**config.mk**
```make
export PLATFORM = sky130hd
export DESIGN_NAME = sram_rr_arbiter
export DESIGN_NICKNAME = d
export VERILOG_FILES = /design/src/rtl/sram_rr_arbiter.sv
export SDC_FILE = /design/constraint.sdc
export NUM_CORES = 1
export LEC_CHECK = 0
export ABC_AREA = 1
export CORE_AREA = 8 8 232 234
export CTS_CLUSTER_DIAMETER = 40
export DETAILED_ROUTE_END_ITERATION = 10
export DIE_AREA = 0 0 240 242
export GPL_TIMING_DRIVEN = 0
export PLACE_DENSITY = 0.53
export SLEW_MARGIN = 0
export SYNTH_ARGS = -nofsm -noshare
export SYNTH_HDL_FRONTEND = slang
export SYNTH_SLANG_ARGS = --single-unit
```
**constraint.sdc**
```tcl
create_clock -name clk -period 3.4 [get_ports clk]
set_clock_uncertainty 0.2 [all_clocks]
set_input_delay 0.34 -clock clk [delete_from_list [all_inputs] [get_ports clk]]
set_output_delay 0.34 -clock clk [all_outputs]
set_load 0.005 [all_outputs]
```
**src/rtl/sram_rr_arbiter.sv**
```systemverilog
// Two-master arbiter in front of a single-port SRAM with 1-cycle read latency.
// Round-robin or fixed-priority grant; read data is steered back to the granted master and held.
module sram_rr_arbiter #(
  parameter int unsigned LEN_ADDR   = 64,
  parameter int unsigned LEN_DATA   = 64,
  parameter int unsigned FIXED_PRIO = 0
) (
  input  logic                  clk,
  input  logic                  rst,
  input  logic                  m0_ena,
  input  logic [LEN_ADDR-1:0]   m0_addra,
  input  logic [LEN_DATA-1:0]   m0_dina,
  input  logic [LEN_DATA/8-1:0] m0_wea,
  output logic [LEN_DATA-1:0]   m0_douta,
  output logic                  m0_rvalid,
  output logic                  m0_stall,
  input  logic                  m1_ena,
  input  logic [LEN_ADDR-1:0]   m1_addra,
  input  logic [LEN_DATA-1:0]   m1_dina,
  input  logic [LEN_DATA/8-1:0] m1_wea,
  output logic [LEN_DATA-1:0]   m1_douta,
  output logic                  m1_rvalid,
  output logic                  m1_stall,
  output logic                  s_ena,
  output logic [LEN_ADDR-1:0]   s_addra,
  output logic [LEN_DATA-1:0]   s_dina,
  output logic [LEN_DATA/8-1:0] s_wea,
  input  logic [LEN_DATA-1:0]   s_douta
);

  typedef enum logic {
    SEL_M0 = 1'b0,
    SEL_M1 = 1'b1
  } sel_e;

  sel_e                last_grant_q, last_grant_d;
  sel_e                resp_sel_q, resp_sel_d;
  logic                resp_valid_q, resp_valid_d;
  logic [LEN_DATA-1:0] hold0_q, hold0_d;
  logic [LEN_DATA-1:0] hold1_q, hold1_d;

  logic grant0, grant1, grant_any;

  // Request side: grant and slave mux depend only on requests and last_grant_q.
  always_comb begin
    grant0    = m0_ena & (~m1_ena | (FIXED_PRIO != 0) | (last_grant_q == SEL_M1));
    grant1    = m1_ena & ~grant0;
    grant_any = grant0 | grant1;

    m0_stall  = m0_ena & ~grant0;
    m1_stall  = m1_ena & ~grant1;

    s_ena     = 1'b0;
    s_addra   = '0;
    s_dina    = '0;
    s_wea     = '0;
    if (grant0) begin
      s_ena   = 1'b1;
      s_addra = m0_addra;
      s_dina  = m0_dina;
      s_wea   = m0_wea;
    end else if (grant1) begin
      s_ena   = 1'b1;
      s_addra = m1_addra;
      s_dina  = m1_dina;
      s_wea   = m1_wea;
    end
  end

  // Response side: an in-flight response is suppressed while reset is asserted.
  always_comb begin
    m0_rvalid    = resp_valid_q & ~rst & (resp_sel_q == SEL_M0);
    m1_rvalid    = resp_valid_q & ~rst & (resp_sel_q == SEL_M1);
    m0_douta     = m0_rvalid ? s_douta : hold0_q;
    m1_douta     = m1_rvalid ? s_douta : hold1_q;

    hold0_d      = m0_rvalid ? s_douta : hold0_q;
    hold1_d      = m1_rvalid ? s_douta : hold1_q;

    resp_valid_d = grant_any;
    resp_sel_d   = grant1 ? SEL_M1 : SEL_M0;

    last_grant_d = last_grant_q;
    if (grant0) begin
      last_grant_d = SEL_M0;
    end else if (grant1) begin
      last_grant_d = SEL_M1;
    end
  end

  always_ff @(posedge clk) begin
    if (rst) begin
      last_grant_q <= SEL_M1;
      resp_sel_q   <= SEL_M0;
      resp_valid_q <= 1'b0;
      hold0_q      <= '0;
      hold1_q      <= '0;
    end else begin
      last_grant_q <= last_grant_d;
      resp_sel_q   <= resp_sel_d;
      resp_valid_q <= resp_valid_d;
      hold0_q      <= hold0_d;
      hold1_q      <= hold1_d;
    end
  end

endmodule

```
Word level (Yosys, flattened, before mapping)
Cells that the tools add are included.
{"block": "totals", "regBits": 131, "latch_bits": 0, "mem_bits_rw": 0, "mem_bits_ro": 0, "output_inout_bits": 269, "memories": 0}
{"block": "classes", "add_sub_neg": 0, "multipliers": 0, "n_div": 0, "order_cmp": 0, "eq_ne": 0, "shift": 0, "muxes": 12, "n_bitwise": 14, "n_reduce_logical": 1}
{"op": "2-to-1 mux 64 bit", "n": 6}
{"op": "2-to-1 mux 8 bit", "n": 2}
{"op": "bitwise AND 1 bit", "n": 7}
{"op": "inverter 1 bit", "n": 5}
{"op": "2-to-1 mux 1 bit", "n": 4}
{"op": "OR 1 bit", "n": 2}
{"op": "nonzero test 2 bit", "n": 1}

Logic depth before layout (Yosys ltp)
{"block": "logic_depth", "word_depth": 7, "depth_mapped": 8, "depth_no_buf": 6}

Least setup slack after synthesis
No wires, ideal clock.
{"block": "synth_path", "kind": "register -> output", "start": "register resp_sel_q", "end": "output m0_douta[13]", "t_arrival_ps": 1021, "path_slack_ps": 1839, "stages_incl_launch_ff": 7, "path_buffers": 2, "cell_sequence": "dfxtp_1 > inv_1 > buf_2 > buf_1 > nand3_1 > nand2_1 > inv_1"}
{"block": "synth_via", "elab_chain_cells": 3}
{"item": "start: declaration", "line": "37", "source": "sel_e resp_sel_q, resp_sel_d;"}
{"item": "start signal: assignment", "line": "100", "source": "resp_sel_q <= resp_sel_d;"}
{"item": "inverter 1 bit", "line": "72", "source": "m0_rvalid = resp_valid_q & ~rst & (resp_sel_q == SEL_M0);"}
{"item": "bitwise AND 1 bit", "line": "72"}
{"item": "2-to-1 mux 64 bit"}
{"item": "end: declaration", "line": "14", "source": "output logic [LEN_DATA-1:0] m0_douta,"}
No other way between the ends.

Worst setup path in the final report
{"block": "layout_path", "start": "input m1_ena", "end": "output s_dina[1]"}
{"block": "layout_via", "elab_chain_cells": 7}
{"item": "start: declaration", "line": "17", "source": "input logic m1_ena,"}
{"item": "inverter 1 bit", "line": "46", "source": "grant0 = m0_ena & (~m1_ena | (FIXED_PRIO != 0) | (last_grant_q == SEL_M1));"}
{"item": "OR 1 bit", "line": "46"}
{"item": "bitwise AND 1 bit", "line": "46"}
{"item": "inverter 1 bit", "line": "47", "source": "grant1 = m1_ena & ~grant0;"}
{"item": "bitwise AND 1 bit", "line": "47"}
{"item": "2-to-1 mux 64 bit", "line": "62", "source": "end else if (grant1) begin"}
{"item": "2-to-1 mux 64 bit (*)", "line": "57", "source": "if (grant0) begin"}
{"item": "end: declaration", "line": "26", "source": "output logic [LEN_DATA-1:0] s_dina,"}
Mark *: on every way between the ends. The rest lies on a longest branch, timed or not.

==> reports/results.txt <==
Class of the worst hold path - flop to flop
Share of cells above drive strength 1 - 4.25%
CP Data Required Time - 2.86 ns
Post_cts resized - 2
Avg WL per Cell - 21.0 um
Die span in x - 240 um
FF-to-FF path depth - 6
Crit path max fanout - 10
Slew HR - 62.9%
Mux cell area share after synthesis - 0%
Synth Area in Compound Gates - 0.219%
Ys Warns - 0
Power Dens Cells - 335 mW/mm^2
CP endpoint kind - output port
FMAX - 310 MHz
Port Buf Inserts - 608
Synth Instances - 1,480
Largest family of logic cells by synthesized area - simple AND/OR/NAND/NOR gates
Maximum number of pins on one net before global-route repair - 17
Clock Path Buffers - 2
Core ar. - 0.0505 mm^2
Final hold slack - 0.312 ns
Final min period - 3.23 ns
RSZ-0062 raised after global routing - false
Detailed Place HPWL - 50,200 um
Clock-pin slew on the worst setup and hold paths - 0.06 ns
Routed Antenna Nets - 0
Post-synthesis simple-gate area fraction - 45.7%
Post-Route WL - 58,900 um
Num ports - 609
Distinct cells, synth - 12
Final setup TNS - 0 ns
# setup viols final - 0
Post-synth net total - 1,820
Worst Path Arrival - 2.69 ns
Place WS - -0.0330 ns
Global-route wire length before repair - 81,100 um
# Max-Cap Violations - 0
Number of global-route vias before repair - 11,000
Starting Density - 15.8%
Via/cell ratio - 3.90
Initial DRT Pass Iterations - 5
Mapped cell area - 0.00798 mm^2
Hold-fix buffer count after cts - 0
Die footprint - 0.0581 mm^2
Row count - 83
Final Slew Violations - 0
Congestion Overflow GR - 0
DRC - 0
Initial DRC Count - 466
Clk_lat worst skew - 0.43 ns
Seq cells post-synth - 131
Static Leakage - 8.19 nW
Die Y - 242 um
Fin nets - 2,447
# H-tree levels - 4
Total GRT Usage - 19.5%
Filler cell count - 5,730
Post-CTS setup buffer count - 0
Initial antenna violation count - 23
Syn Area/Cell - 5.39 um^2
Worst setup margin - 0.174 ns
Hold Vio Cnt, Final - 0
Util after Layout - 30.8%
Via count - 11,000
Setup Crit Path Kind - input port to output port
Synth Area in Adders - 0%
Status - finished, final reports clean
CTS tree - yes
Area grow syn2layout - 94.5%
Clock sink count - 131
CTS buffer count - 17
Measured slew at the worst slew-check pin - 0.557 ns
Gpl congestion - 1.00
Worst vdd ir - 0.352 mV
CTS root buffer - clkbuf_16
Type of origin of the critical path - input port
Synth Area in XOR/XNOR - 0%
Period utilization - 94.9%
Worst hold path depth - 2
Register area share after synthesis - 32.8%
routing by layer:
metal	track usage [%]	part of all wire (%)	wire length, um	vias up
met5	0	0.11	64	-
met4	7.55	2.7	1600	10
met3	6.12	8.2	4840	60
met2	33.8	49	28900	424
met1	22.0	40	23500	5002
li1	-	-	-	5474
sequential cells by signal, indices dropped and copies added, names as in the netlist:
name	flops
last_grant_q	1
resp_valid_q	1
resp_sel_q	1
hold0_q	64
hold1_q	64
cells by family after synthesis:
| kind of cell | after synthesis |
|---|---|
| compound gates | 3 |
| buf+inv | 417 |
| simple gates | 929 |
| flops | 131 |
critical path, cell delays in order:
cell	delay [ns]
clkdlybuf4s50_1	0.49
nand2_1	0.19
nand2_1	0.15
inv_1	0.11
buf_4	0.23
buf_4	0.21
nand2_1	0.11
nand2_1	0.26
clkdlybuf4s50_1	0.59
power breakdown:
group,switching [mW],internal (mW),total (mW)
sequential,0.0172,1.61,1.62
combinational,0.841,0.953,1.79
clock,0.689,1.10,1.79
total,1.55,3.66,5.21
cell usage in the layout, fill, tap and decap left out:
master,Yosys,layout
inv_6,0,1
nor2_1,130,130
a21oi_1,2,2
nand2_1,669,669
clkinv_4,0,1
o211ai_1,1,1
clkdlybuf4s50_1,0,608
nand3_1,130,130
inv_2,1,1
clkinv_2,0,3
clkbuf_1,18,19
clkbuf_16,0,17
inv_1,330,330
clkbuf_4,0,2
dfxtp_1,131,131
clkinvlp_4,0,2
bufinv_16,0,2
clkbuf_8,0,2
buf_2,40,36
buf_1,7,7
buf_4,21,23
diode_2,0,13
cells in the mapped netlist, drive strengths merged:
master | count | area (um^2)
a21oi | 2 | 10.0
buf | 68 | 384
clkbuf | 18 | 67.6
dfxtp | 131 | 2620
inv | 331 | 1240
nand2 | 669 | 2510
nand3 | 130 | 651
nor2 | 130 | 488
o211ai | 1 | 7.51
worst paths after layout:
check | startpoint | end | slack, ns
max | m1_ena | s_dina[1] | 0.17
min | last_grant_q | last_grant_q | 0.31
max reg2reg | resp_sel_q | hold0_q[43] | 1.59
min reg2reg | last_grant_q | last_grant_q | 0.31
cell type report:
cell class                      count  area [um^2]  area share, %
Antenna cell                       13         32.5          0.210
Clock buffer                       20          457           2.94
Multi-Input combinational cell    932         3670           23.6
Clock inverter                      9          108          0.693
Timing Repair Buffer              608         6090           39.2
Buffer                             86          462           2.97
Sequential cell                   131         2620           16.9
Tap cell                          680          851           5.48
Inverter                          331         1240           8.00
per-stage QoR:
step                instance area [um^2]  std cells  power [mW]
floorplan                           7980       1480        2.20
global placement                   14900       2768        3.46
detailed placement                 14900       2768        3.46
CTS                                15500       2797        5.31
global route                       15500       2807        5.49
finish                             15500       2810        5.21
No activity file was read; power rests on OpenSTA's default activity.
